--- src/rtl/disp_pkg.sv ---
// Shared constants and types for the multiplexed 7-segment display controller.
// Provides segment patterns, position (slot) indices and the controller state enum.
// Segment patterns are active-low, bit order {g,f,e,d,c,b,a}.
package disp_pkg;

  // All segments off, and the single middle bar used as a minus sign.
  localparam logic [6:0] SEG_BLANK = 7'h7F;
  localparam logic [6:0] SEG_MINUS = 7'b0111111;

  // Display positions, scanned from SLOT_SIGN down to SLOT_UNITS.
  localparam logic [1:0] SLOT_SIGN  = 2'd3;
  localparam logic [1:0] SLOT_HUND  = 2'd2;
  localparam logic [1:0] SLOT_TENS  = 2'd1;
  localparam logic [1:0] SLOT_UNITS = 2'd0;

  typedef enum logic {
    IDLE = 1'b0,
    SCAN = 1'b1
  } state_e;

  // Active-low one-cold enable vector for a given slot.
  function automatic logic [3:0] slot_enable_n(input logic [1:0] slot);
    logic [3:0] en_n;
    en_n       = 4'hF;
    en_n[slot] = 1'b0;
    return en_n;
  endfunction

endpackage

--- src/rtl/hex_to_7seg.sv ---
// Purpose: combinational hex nibble to active-low 7-segment pattern decoder.
// Latency: 0 cycles (pure combinational).
// Backpressure: none. Ports: hex_i (nibble), seg_o ({g,f,e,d,c,b,a}, active-low).
module hex_to_7seg (
  input  logic [3:0] hex_i,
  output logic [6:0] seg_o
);

  always_comb begin
    seg_o = 7'h7F;
    case (hex_i)
      4'h0: seg_o = 7'h40;
      4'h1: seg_o = 7'h79;
      4'h2: seg_o = 7'h24;
      4'h3: seg_o = 7'h30;
      4'h4: seg_o = 7'h19;
      4'h5: seg_o = 7'h12;
      4'h6: seg_o = 7'h02;
      4'h7: seg_o = 7'h78;
      4'h8: seg_o = 7'h00;
      4'h9: seg_o = 7'h10;
      4'hA: seg_o = 7'h08;
      4'hB: seg_o = 7'h03;
      4'hC: seg_o = 7'h46;
      4'hD: seg_o = 7'h21;
      4'hE: seg_o = 7'h06;
      4'hF: seg_o = 7'h0E;
      default: seg_o = 7'h7F;
    endcase
  end

endmodule

--- src/rtl/scan_prescaler.sv ---
// Purpose: per-slot cycle counter 0..SCAN_DIV-1 with wrap tick and blanking window flag.
// Latency: slot_tick/pre_tick/in_blank are combinational from the registered count.
// Backpressure: none; count held at 0 while run=0. Ports: clk, rst, run, slot_tick, pre_tick, in_blank.
module scan_prescaler #(
  parameter int SCAN_DIV  = 50000,
  parameter int BLANK_CYC = 1
) (
  input  logic clk,
  input  logic rst,
  input  logic run,
  output logic slot_tick,
  output logic pre_tick,
  output logic in_blank
);

  localparam int CW = (SCAN_DIV > 2) ? $clog2(SCAN_DIV) : 1;
  localparam logic [CW-1:0] LAST      = CW'(SCAN_DIV - 1);
  localparam logic [CW-1:0] PRE_LAST  = CW'(SCAN_DIV - 2);
  localparam logic [CW-1:0] BLANK_LIM = CW'(BLANK_CYC);

  logic [CW-1:0] cnt_q;
  logic [CW-1:0] cnt_d;

  assign slot_tick = run && (cnt_q == LAST);
  // One cycle ahead of the wrap, so the controller can register frame-end outputs in step.
  assign pre_tick  = run && (cnt_q == PRE_LAST);
  assign in_blank  = cnt_q < BLANK_LIM;

  always_comb begin
    cnt_d = cnt_q + 1'b1;
    if (!run || slot_tick) begin
      cnt_d = '0;
    end
  end

  always_ff @(posedge clk) begin
    if (rst) begin
      cnt_q <= '0;
    end else begin
      cnt_q <= cnt_d;
    end
  end

endmodule

--- src/rtl/sign_8bits_to_digits.sv ---
// Purpose: split a signed 8-bit value into sign flag and BCD hundreds/tens/units of |value|.
// Latency: 0 cycles (pure combinational).
// Backpressure: none. Ports: value_i (two's complement), neg_o, hund_o, tens_o, units_o.
module sign_8bits_to_digits (
  input  logic [7:0] value_i,
  output logic       neg_o,
  output logic [3:0] hund_o,
  output logic [3:0] tens_o,
  output logic [3:0] units_o
);

  logic [7:0] mag;
  logic [7:0] rem;

  assign neg_o = value_i[7];

  // Negating 0x80 in 8 bits yields 0x80, which read unsigned is exactly 128.
  assign mag = value_i[7] ? (~value_i + 8'd1) : value_i;

  assign hund_o  = 4'(mag / 8'd100);
  assign rem     = 8'(mag % 8'd100);
  assign tens_o  = 4'(rem / 8'd10);
  assign units_o = 4'(rem % 8'd10);

endmodule

--- src/rtl/sig_7seg_scan_ctrl.sv ---
// Purpose: scans a signed 8-bit value onto a 4-position multiplexed 7-segment display
//          (sign, hundreds, tens, units) using one shared hex decoder.
// Latency: first lit digit BLANK_CYC+1 cycles after the accepting edge; new values
//          take effect from the sign slot of the frame following the transfer.
// Backpressure: in_ready is high in IDLE and only on the last cycle of each frame in SCAN.
// Ports: clk, rst (sync, active-high), in_valid/in_data/in_ready handshake, blank_lz,
//        seg_out (active-low {g..a}), dig_en_n (active-low, [3]=sign..[0]=units), frame_done.
module sig_7seg_scan_ctrl #(
  parameter int SCAN_DIV  = 50000,
  parameter int BLANK_CYC = 1
) (
  input  logic       clk,
  input  logic       rst,
  input  logic       in_valid,
  input  logic [7:0] in_data,
  output logic       in_ready,
  input  logic       blank_lz,
  output logic [6:0] seg_out,
  output logic [3:0] dig_en_n,
  output logic       frame_done
);

  import disp_pkg::*;

  state_e     state_q, state_d;
  logic [7:0] val_q, val_d;
  logic [1:0] slot_q, slot_d;
  logic       in_ready_q, in_ready_d;
  logic       frame_done_q, frame_done_d;
  logic [6:0] seg_q, seg_d;
  logic [3:0] dig_en_n_q, dig_en_n_d;

  logic       xfer;
  logic       slot_tick;
  logic       pre_tick;
  logic       in_blank;

  logic       neg;
  logic [3:0] hund, tens, units;
  logic [3:0] dec_in;
  logic [6:0] dec_seg;
  logic       hund_zero, tens_zero;

  scan_prescaler #(
    .SCAN_DIV  (SCAN_DIV),
    .BLANK_CYC (BLANK_CYC)
  ) u_presc (
    .clk       (clk),
    .rst       (rst),
    .run       (state_q == SCAN),
    .slot_tick (slot_tick),
    .pre_tick  (pre_tick),
    .in_blank  (in_blank)
  );

  sign_8bits_to_digits u_digits (
    .value_i (val_q),
    .neg_o   (neg),
    .hund_o  (hund),
    .tens_o  (tens),
    .units_o (units)
  );

  // The single decoder is steered to whichever numeric digit the current slot shows.
  always_comb begin
    dec_in = units;
    case (slot_q)
      SLOT_HUND: dec_in = hund;
      SLOT_TENS: dec_in = tens;
      default:   dec_in = units;
    endcase
  end

  hex_to_7seg u_dec (
    .hex_i (dec_in),
    .seg_o (dec_seg)
  );

  assign hund_zero = (hund == 4'd0);
  assign tens_zero = (tens == 4'd0);

  // in_ready_q is only ever high in IDLE or on a frame-end cycle, so a transfer
  // can never land mid-frame.
  assign xfer = in_valid && in_ready_q;

  always_comb begin
    state_d      = state_q;
    val_d        = val_q;
    slot_d       = slot_q;
    in_ready_d   = 1'b0;
    frame_done_d = 1'b0;
    seg_d        = SEG_BLANK;
    dig_en_n_d   = 4'hF;

    case (state_q)
      IDLE: begin
        if (xfer) begin
          state_d = SCAN;
          val_d   = in_data;
          slot_d  = SLOT_SIGN;
        end else begin
          in_ready_d = 1'b1;
        end
      end

      SCAN: begin
        if (xfer) begin
          val_d = in_data;
        end
        if (slot_tick) begin
          // 2-bit wrap takes the units slot straight back to the sign slot.
          slot_d = slot_q - 2'd1;
        end
        // Next cycle is the last of the frame: announce it in step with the state.
        if ((slot_q == SLOT_UNITS) && pre_tick) begin
          in_ready_d   = 1'b1;
          frame_done_d = 1'b1;
        end
        // Display registers follow the current slot/prescaler by one cycle.
        if (!in_blank) begin
          dig_en_n_d = slot_enable_n(slot_q);
          case (slot_q)
            SLOT_SIGN: seg_d = neg ? SEG_MINUS : SEG_BLANK;
            SLOT_HUND: seg_d = (blank_lz && hund_zero) ? SEG_BLANK : dec_seg;
            SLOT_TENS: seg_d = (blank_lz && hund_zero && tens_zero) ? SEG_BLANK : dec_seg;
            default:   seg_d = dec_seg;
          endcase
        end
      end

      default: state_d = IDLE;
    endcase
  end

  always_ff @(posedge clk) begin
    if (rst) begin
      state_q      <= IDLE;
      val_q        <= 8'h00;
      slot_q       <= SLOT_SIGN;
      in_ready_q   <= 1'b0;
      frame_done_q <= 1'b0;
      seg_q        <= SEG_BLANK;
      dig_en_n_q   <= 4'hF;
    end else begin
      state_q      <= state_d;
      val_q        <= val_d;
      slot_q       <= slot_d;
      in_ready_q   <= in_ready_d;
      frame_done_q <= frame_done_d;
      seg_q        <= seg_d;
      dig_en_n_q   <= dig_en_n_d;
    end
  end

  assign in_ready   = in_ready_q;
  assign frame_done = frame_done_q;
  assign seg_out    = seg_q;
  assign dig_en_n   = dig_en_n_q;

endmodule

--- config.mk ---
export PLATFORM = sky130hd
export DESIGN_NAME = sig_7seg_scan_ctrl
export DESIGN_NICKNAME = d
export VERILOG_FILES = /design/src/rtl/disp_pkg.sv /design/src/rtl/hex_to_7seg.sv /design/src/rtl/scan_prescaler.sv /design/src/rtl/sign_8bits_to_digits.sv /design/src/rtl/sig_7seg_scan_ctrl.sv
export SDC_FILE = /design/constraint.sdc
export NUM_CORES = 1
export LEC_CHECK = 0
export BUFFER_PORTS_ARGS = -buffer_cell sky130_fd_sc_hd__buf_2
export CAP_MARGIN = 20
export CORE_MARGIN = 3
export CORE_UTILIZATION = 43
export DETAILED_ROUTE_END_ITERATION = 12
export SYNTH_ARGS = -nofsm -noshare
export SYNTH_HDL_FRONTEND = slang
export SYNTH_SLANG_ARGS = --single-unit
--- constraint.sdc ---
create_clock -name clk -period 11.93 [get_ports clk]
set_clock_uncertainty 0.15 [all_clocks]
set_input_delay 1.193 -clock clk [delete_from_list [all_inputs] [get_ports clk]]
set_output_delay 1.193 -clock clk [all_outputs]
set_load 0.005 [all_outputs]
==> results of run 1 <==
## worst paths after layout
kind | cells after the start | to
hold / removal | 1 | u_presc.cnt_q[0]
setup reg to reg | 19 | seg_out[3]
setup / recovery | 19 | seg_out[3]
hold reg to reg | 1 | u_presc.cnt_q[0]
## registers in the layout, summed over array words and instances (netlist names)
register and flops:
frame_done 1, state_q 1, dig_en_n 4, u_presc.cnt_q 16
seg_out 7, in_ready 1, slot_q 2, val_q 8
## cells in the mapped netlist (all sizes together) (3+ instances only)
library cell and count:
nand2b 6, dfxtp 40, or4 3, a311oi 3, nand4 4, and3 6
nor2b 5, a211oi 9, o21ai 11, a21o 4, o31ai 3, nor3 6
or3b 3, nand3 22, o32ai 5, or3 6, a211o 3, mux2i 5
nand2 40, a21boi 3, a221oi 4, inv 17, xnor2 10, a22o 3
clkbuf 9, nor2 40, a21oi 21, ha 18, nor4 9, buf 9
o221ai 3, xor2 9
## worst register-to-register path: stages (launching register included)
cell and delay, ps:
dfxtp_1 360, inv_1 140, ha_1 320, or3b_1 420, a211oi_4 410, ha_1 340, nor4_4 360, a21o_4 180
a41o_2 250, a21oi_4 120, a32o_1 310, a211oi_2 300, nand3_1 110, o311ai_0 290, inv_1 250, ha_1 290
inv_1 90, nor2_1 50, a2111oi_0 390, a311oi_1 90
## final cells by class
| cell class | instances | area (sq um) | area share |
|---|---|---|---|
| inverter | 17 | 63.8 | 0.0188 |
| timing repair buffer | 24 | 120 | 0.0354 |
| multi-input combinational | 304 | 2170 | 0.641 |
| clock buffer | 5 | 68.8 | 0.0203 |
| tap | 96 | 120 | 0.0354 |
| sequential | 40 | 801 | 0.236 |
| clock inverter | 3 | 46.3 | 0.0136 |
## per-layer routing
layer	up-vias	track usage
met3	4	0.0199
met2	42	0.280
met4	0	0.0389
met1	1308	0.244
met5	-	0
li1	1415	-
## per-stage QoR
stage | std cells | power, uW | instance area [sq um] | worst slack (ps) | utilization
after floorplan | 379 | 237 | 3140 | 7070 | -
after global placement | 481 | 253 | 3280 | 6790 | 0.472
after detailed placement | 481 | 253 | 3280 | 6600 | 0.472
after CTS | 489 | 368 | 3390 | 6580 | 0.489
after global routing | 489 | 387 | 3390 | 6180 | 0.489
final | 489 | 365 | 3390 | 6580 | 0.489
## cell families after synthesis
logic type                 count (synthesis)  synth area share
AOI/OAI and AO/OA                         98             0.267
xor gates and xnor gates                  19            0.0530
adders and majority gates                 19            0.0753
buffers and inverters                     35            0.0526
DFF                                       40             0.255
muxes                                      5            0.0159
and+or+nand+nor                          163             0.282
## power by group through the flow
stage                     clock network [uW]  registers, uW  logic (uW)
after detailed placement                   0            143         110
after global placement                     0            143         110
final                                    113            140         112
after CTS                                117            140         111
after global routing                     122            141         124
after floorplan                            0            140        96.9
==> impl_results.md, run 1 <==
* Hold Slack at 312 ps
* Tot GR Track Use at 0.173
* CP Launch Type: flip-flop
* Post-DRT Antenna Nets at 0
* Detail Placement HPWL at 5360 um
* Internal power at 242 uW
* Seq pwr share at 0.383
* Switching portion of total power at 0.336
* Slew @ Worst Pin at 965 ps
* Die area at 8360 sq um
* # fillers at 682
* Crit path from: val_q[0]
* I/O pin count at 25
* Prevailing post-synth register cell: dfxtp_1
* Crit Path Class: flip-flop to flip-flop
* Global-route wire length before repair at 12,300 um
* Post-Syn Nets at 409
* Initial DRC count at 129
* Resized cells post-CTS at 0
* Crit-path slowest cell: or3b_1
* Initial antenna violation count at 0
* Post-Synthesis Cell Area at 3140 sq um
* Min-Delay Startpoint: u_presc.cnt_q[0]
* Clk_lat worst skew at 290 ps
* Max Cap Viol at 0
* Worst VDD drop at 62.0 uV
* Slew Viols, Final at 0
* Worst-path fanout max at 10
* Clock power share at 0.309
* Met3 WL at 180 um
* CP max stage delay at 420 ps
* Clock Sink Count at 40
* Port bufs at 24
* DR pass1 iterations at 4
* CTS tree: yes
* Number of global-route vias before repair at 2,574
* Clock-pin slew on the worst setup and hold paths at 90 ps
* Setup TNS at 0 ps
* Share of cells above drive strength 1 at 0.163
* Die Wd at 91.5 um
* CTS Hold Bufs at 0
* FF-to-FF Start: val_q[0]
* Wirelength per Cell at 14.5 um
* P_leak at 0.00125 uW
* Starting density of the core at 0.452
* Net Sw Power at 122 uW
* Asr flop ratio synth at 0
* Comb power frac at 0.308
* Hold crit path type: flip-flop to flip-flop
* Rows at 30
* Commonest cells after routing, fill and taps aside: 40 x nor2_1, 40 x nand2_1, 40 x dfxtp_1
* Highest Signal Layer: met4
* Yosys warning total at 0
* RSZ-0062 raised after global routing: false
* Syn Area/Cell at 8.29 sq um
* Clock Path Buffers at 2
* H-tree depth at 2
* Residual DRC count at 0
* Cell family with most CP delay: compound AO/OA/AOI/OAI gates
* Grt total ovfl at 0
* Core Region at 6940 sq um
* CTS buffer count at 5
* Setup Viol. Count Final at 0
* CTS Root Buffer Type: clkbuf_8
* Ranking of synthesized cells by area: dfxtp_1 25%, ha_1 7.2%, nand2_1 4.8%, nor2_1 4.8%, nand3_1 3.3%
* Post-route minimum period at 5350 ps
* Count of different cell masters after synthesis at 82
* N_diodes at 0
* Final wirelength at 7080 um
* Largest net degree at the start of global routing at 18
* Die span in y at 91.5 um
* Reg2Reg Setup Slack at 6580 ps
* Number of vias per cell at 5.66
* Status: complete, no violations
* Area Overhead vs Synth at 8.09%
* Postcts setup bufs at 0
* Worst slew margin at 0.349
* Required @ worst endpoint at 11,930 ps
* Vias at 2,769
* CP Capture Type: flip-flop
* Met1 wire length at 3470 um
* Final hold vios at 0
* Gpl congestion at 0.862
* Worst path cell trace: inv_1 -> ha_1 -> or3b_1 -> a211oi_4 -> ha_1 -> nor4_4 -> a21o_4 -> a41o_2 -> a21oi_4 -> a32o_1 -> a211oi_2 -> nand3_1 -> o311ai_0 -> inv_1 -> ha_1 -> inv_1 -> nor2_1 -> a2111oi_0 -> a311oi_1
* Final nets at 422
* CP Buf/Inv Count at 3
* Tcrit/Tclk final at 0.448
* Synth top area share at 0.255
* Area leader, netlist: dfxtp_1
* DR WL met2 at 3380 um
* Worst EP arrival at 5350 ps
* PwrDens at 107 nW/um^2
* Post-Syn Instances at 379
* EDFF count, synth at 0
* Max Clock Freq at 187 MHz
* Number of synthesized register bits at 40
* Seq/Total Area, Yosys at 0.255
Power figures use the tool's default switching activity.
==> run 2: changes to the inputs <==
ABC_AREA = 1   (was unset)
clock period = 4.75 ns   (was 11.93 ns; I/O delays follow)
==> run 2 against run 1 <==
- sequential cell count is the same
- largest power group is now combinational logic
- non-clock buffer count grew 2
- hold slack lost 49 ps
- die area shrank 5.8%
- largest cell class unchanged
- combinational power grew to 5.5 times the previous value
- critical path depth grew 20
==> impl_results.md, run 2 <==
* CTS Hold Bufs at 0
* Post-Syn Nets at 484
* Largest register FFs at 16
* CP max stage delay at 340 ps
* # fillers at 666
* Final hold vios at 0
* Area leader, netlist: dfxtp_1
* Prevailing post-synth register cell: dfxtp_1
* Max Cap Viol at 0
* Post-Syn Instances at 454
* Pre-CTS WS at 327 ps
* Asr flop ratio synth at 0
* Wirelength per Cell at 10.9 um
* Post-synth top cells: 110 x nand2_1, 64 x inv_1, 60 x nand3_1
* Multi-input logic area at 1860 sq um
* I/O pin count at 25
* Initial DRC count at 85
* H-tree depth at 2
* Seq/Total Area, Yosys at 0.272
* Status: complete, no violations
* Initial antenna violation count at 0
* Post-route minimum period at 4210 ps
* R2R depth at 39
* Starting density of the core at 0.453
* Ranking of synthesized cells by area: dfxtp_1 27%, nand2_1 14%, nand3_1 10%, inv_1 8.2%, ha_1 7.6%
* CP Capture Type: flip-flop
* N_diodes at 0
* Count of different cell masters after synthesis at 34
* Final wirelength at 6110 um
* Yosys warning total at 0
* DR pass1 iterations at 4
* Gpl congestion at 0.864
* Clock Path Buffers at 2
* CTS Root Buffer Type: clkbuf_8
* CP Launch Type: flip-flop
* Die area at 7880 sq um
* CTS buffer count at 5
* Sequential Area at 801 sq um
* PwrDens at 381 nW/um^2
* Area Overhead vs Synth at 11.7%
* Fin util at 0.506
* Clock-pin slew on the worst setup and hold paths at 90 ps
* WHS Path Cells at 2
* Tot GR Track Use at 0.167
* Commonest non-fill, non-tap cell in the layout: nand2_1
* Setup TNS at 0 ps
* Slew @ Worst Pin at 593 ps
* Worst EP arrival at 4260 ps
* Worst VDD drop at 152 uV
* Register with the most flip-flops: u_presc.cnt_q
* Crit-path slowest cell: dfxtp_1
* Detail Placement HPWL at 4920 um
* Max Clock Freq at 238 MHz
* Post-route setup slack at 542 ps
* Hold crit path type: primary input to flip-flop
* Clock Sink Count at 40
* Clk_lat worst skew at 300 ps
* Vias at 2,761
* Required @ worst endpoint at 4800 ps
* Grt total ovfl at 0
* EDFF count, synth at 0
* Final nets at 513
* Global-route wire length before repair at 10,700 um
* Worst-path fanout max at 5
* Tcrit/Tclk final at 0.886
* Setup Viol. Count Final at 0
* Post-DRT Antenna Nets at 0
* Number of synthesized register bits at 40
* Core Region at 6490 sq um
* Total Power at 1250 uW
* Synth top area share at 0.272
* Crit Path Class: flip-flop to flip-flop
* Residual DRC count at 0
* Worst slew margin at 0.603
* Syn Area/Cell at 6.49 sq um
* Die Wd at 88.8 um
* RSZ-0062 raised after global routing: false
* Rows at 29
* Count leader, synth: nand2_1
* Commonest cells after routing, fill and taps aside: 109 x nand2_1, 64 x inv_1, 60 x nand3_1
* Number of global-route vias before repair at 2,508
* Post-Synthesis Cell Area at 2950 sq um
* P_leak at 0.00154 uW
* Share of cells above drive strength 1 at 0.190
* Largest net degree at the start of global routing at 18
* Port bufs at 24
* Hold Slack at 263 ps
* Number of vias per cell at 4.92
* CTS tree: yes
* Die span in y at 88.8 um
* Slew Viols, Final at 0
## run 2: changes by cell type in the layout (fill, tap and decap cells not counted), sizes merged, moves of 8 or more
cell    previous run  this run
a211oi             9         0
inv               18        73
o21ai             11        21
nand3             22        69
xnor2             10         0
nor4               9         1
nand2             40       141
## run 2: final cells by class
class	instances	area share
Timing Repair Buffer	26	0.0411
Tap cell	77	0.0293
Inverter	74	0.0848
Clock inverter	3	0.0141
Sequential cell	40	0.243
Multi-Input combinational cell	336	0.566
Clock buffer	5	0.0209
## run 2: routing by layer
| layer | track usage | wire [um] |
|---|---|---|
| met1 | 0.215 | 3000 |
| met2 | 0.284 | 2890 |
| met3 | 0.0289 | 162 |
| met4 | 0.0536 | 53 |
| met5 | 0 | 0 |
## run 2: path summary, 6_finish.rpt
check                         from          endpoint  slack [ps]
hold reg to reg   u_presc.cnt_q[0]  u_presc.cnt_q[0]         320
setup / recovery          val_q[1]        seg_out[3]         540
setup reg to reg          val_q[1]        seg_out[3]         540
hold / removal                 rst           state_q         260
## run 2: metrics by stage
step | cells | instance area (sq um)
final | 561 | 3290
after global routing | 561 | 3290
after CTS | 559 | 3260
after detailed placement | 551 | 3140
after global placement | 551 | 3140
after floorplan | 454 | 2950
## run 2: repair_timing
| item | 4_1_cts | 5_1_grt |
|---|---|---|
| buffers inserted | 0 | 2 |
| setup endpoints to repair | 0 | 7 |
| resized for setup | 0 | 4 |
## run 2: critical path: cells and delay by family, from the launching register on
kind / cells / cell delay (ps)
simple gates: 29 / 2370
buf+inv: 7 / 470
flops: 1 / 340
fa+ha+maj: 3 / 760
## run 2: cell families after synthesis
| group | synth area share |
|---|---|
| simple gates | 0.456 |
| buf+inv | 0.101 |
| compound gates | 0.0854 |
| flops | 0.272 |
| fa+ha+maj | 0.0765 |
| xor+xnor | 0.00892 |
## run 2: report_power, final
group          total [uW]  internal, uW  switching [uW]
Sequential            352           343            8.93
Combinational         613           201             412
Clock                 290           158             132
==> run 3: changes to the inputs <==
clock period = 4.8 ns   (was 4.75 ns; I/O delays follow)
==> run 3 against run 2 <==
- hold slack improved by 15 ps
- first-iteration DRC count up 40%
- non-clock buffer count down 2
- critical path depth unchanged
- sequential power about the same
- cell area decreased by 0.30%
- setup slack gained 32 ps
- clock-buffer cell count is the same
- largest power group unchanged
==> impl_results.md, run 3 (same netlist as run 2, synthesis figures left out) <==
* Rows at 29
* Final hold vios at 0
* Hold Slack at 278 ps
* Die span in y at 88.8 um
* Setup TNS at 0 ps
* Commonest non-fill, non-tap cell in the layout: nand2_1
* Number of global-route vias before repair at 2,586
* # fillers at 682
* Post-DRT Antenna Nets at 0
* Critical path's most frequent cell: nand2_1
* CP max stage delay at 370 ps
* RSZ-0062 raised after global routing: false
* Grt total ovfl at 0
* P_leak at 0.00153 uW
* Worst VDD drop at 217 uV
* Gpl congestion at 0.865
* Total Power at 1240 uW
* N_diodes at 0
* Wirelength per Cell at 11.0 um
* Clock power share at 0.228
* Worst-path fanout max at 5
* Clk_lat worst skew at 290 ps
* Switching portion of total power at 0.440
* Initial DRC count at 119
* Largest register FFs at 16
* Internal power at 693 uW
* Post-route minimum period at 4230 ps
* Slew Viols, Final at 0
* Initial antenna violation count at 0
* Required @ worst endpoint at 4840 ps
* Worst slew margin at 0.568
* H-tree depth at 2
* Core Region at 6490 sq um
* Setup Viol. Count Final at 0
* DR pass1 iterations at 5
* Number of vias per cell at 4.93
* PwrDens at 377 nW/um^2
* Seq pwr share at 0.282
* Crit Path Class: flip-flop to flip-flop
* Clock Sink Count at 40
* I/O pin count at 25
* Max Cap Viol at 0
* Detail Placement HPWL at 4970 um
* Global-route wire length before repair at 10,800 um
* Tcrit/Tclk final at 0.880
* CP Launch Type: flip-flop
* Crit-path slowest cell: dfxtp_1
* Final wirelength at 6170 um
* Postcts setup bufs at 0
* Cell area after layout at 3280 sq um
* Final nets at 511
* Vias at 2,755
* Worst EP arrival at 4270 ps
* Area Overhead vs Synth at 11.3%
* Commonest cells after routing, fill and taps aside: 109 x nand2_1, 64 x inv_1, 60 x nand3_1
* Status: complete, no violations
* Die Wd at 88.8 um
* Port bufs at 24
* Residual DRC count at 0
* Hold crit path type: primary input to flip-flop
* Net Sw Power at 544 uW
* Register with the most flip-flops: u_presc.cnt_q
* Clock Path Buffers at 2
* CTS buffer count at 5
* Starting density of the core at 0.453
* Comb power frac at 0.490
* Largest net degree at the start of global routing at 18
* Placement Cell Area at 3140 sq um
* Clock-pin slew on the worst setup and hold paths at 80 ps
* CTS tree: yes
* Max Clock Freq at 237 MHz
* CTS Root Buffer Type: clkbuf_8
* Tot GR Track Use at 0.169
* CP Capture Type: flip-flop
* Share of cells above drive strength 1 at 0.187
* Slew @ Worst Pin at 646 ps
* Die area at 7880 sq um
==> run 3: repair_timing <==
action / in CTS / in global routing
hold buffers: 0 / 0
endpoints found under the setup margin: 0 / 7
gates resized for setup: 0 / 4
==> run 3: final timing paths <==
check	slack [ps]	start	to	depth (start not counted)
setup / recovery	570	val_q[1]	seg_out[1]	39
setup reg to reg	570	val_q[1]	seg_out[1]	39
hold reg to reg	330	u_presc.cnt_q[0]	u_presc.cnt_q[0]	1
hold / removal	280	in_data[3]	val_q[3]	3
==> run 3: per-stage QoR <==
stage	utilization	cells	setup slack, ps
finish	0.505	559	574
floorplan	-	454	795
global route	0.505	559	42.4
global placement	0.484	551	520
CTS	0.502	559	349
detailed placement	0.484	551	388
==> run 3: final cells by class <==
cell class              count  area [sq um]  area share
well taps                  77          96.3      0.0294
multi-input cells         336          1870       0.570
clock buffers               5          68.8      0.0210
inverters                  74           279      0.0851
clock inverters             3          46.3      0.0141
repair buffers             24           120      0.0366
flip-flops and latches     40           801       0.244
==> run 3: power by group through the flow <==
stage	Combinational [uW]	Sequential [uW]	Clock (uW)
2_1_floorplan	501	353	0
5_1_grt	705	350	305
4_1_cts	601	348	292
3_3_place_gp	593	356	0
3_5_place_dp	597	356	0
6_report	606	349	282
==> run 3: metal layers <==
layer	global-route usage	wire (um)	vias to the layer above
li1	-	-	1498
met1	0.215	3060	1224
met2	0.289	2920	27
met3	0.0307	137	6
met4	0.0536	52	0
met5	0	0	-
==> run 3: worst max-delay path, delay by kind of cell (launching register included) <==
kind          cells  cell delay (ps)
simple gates     29             2380
fa+ha+maj         3              780
buf+inv           7              430
flops             1              370
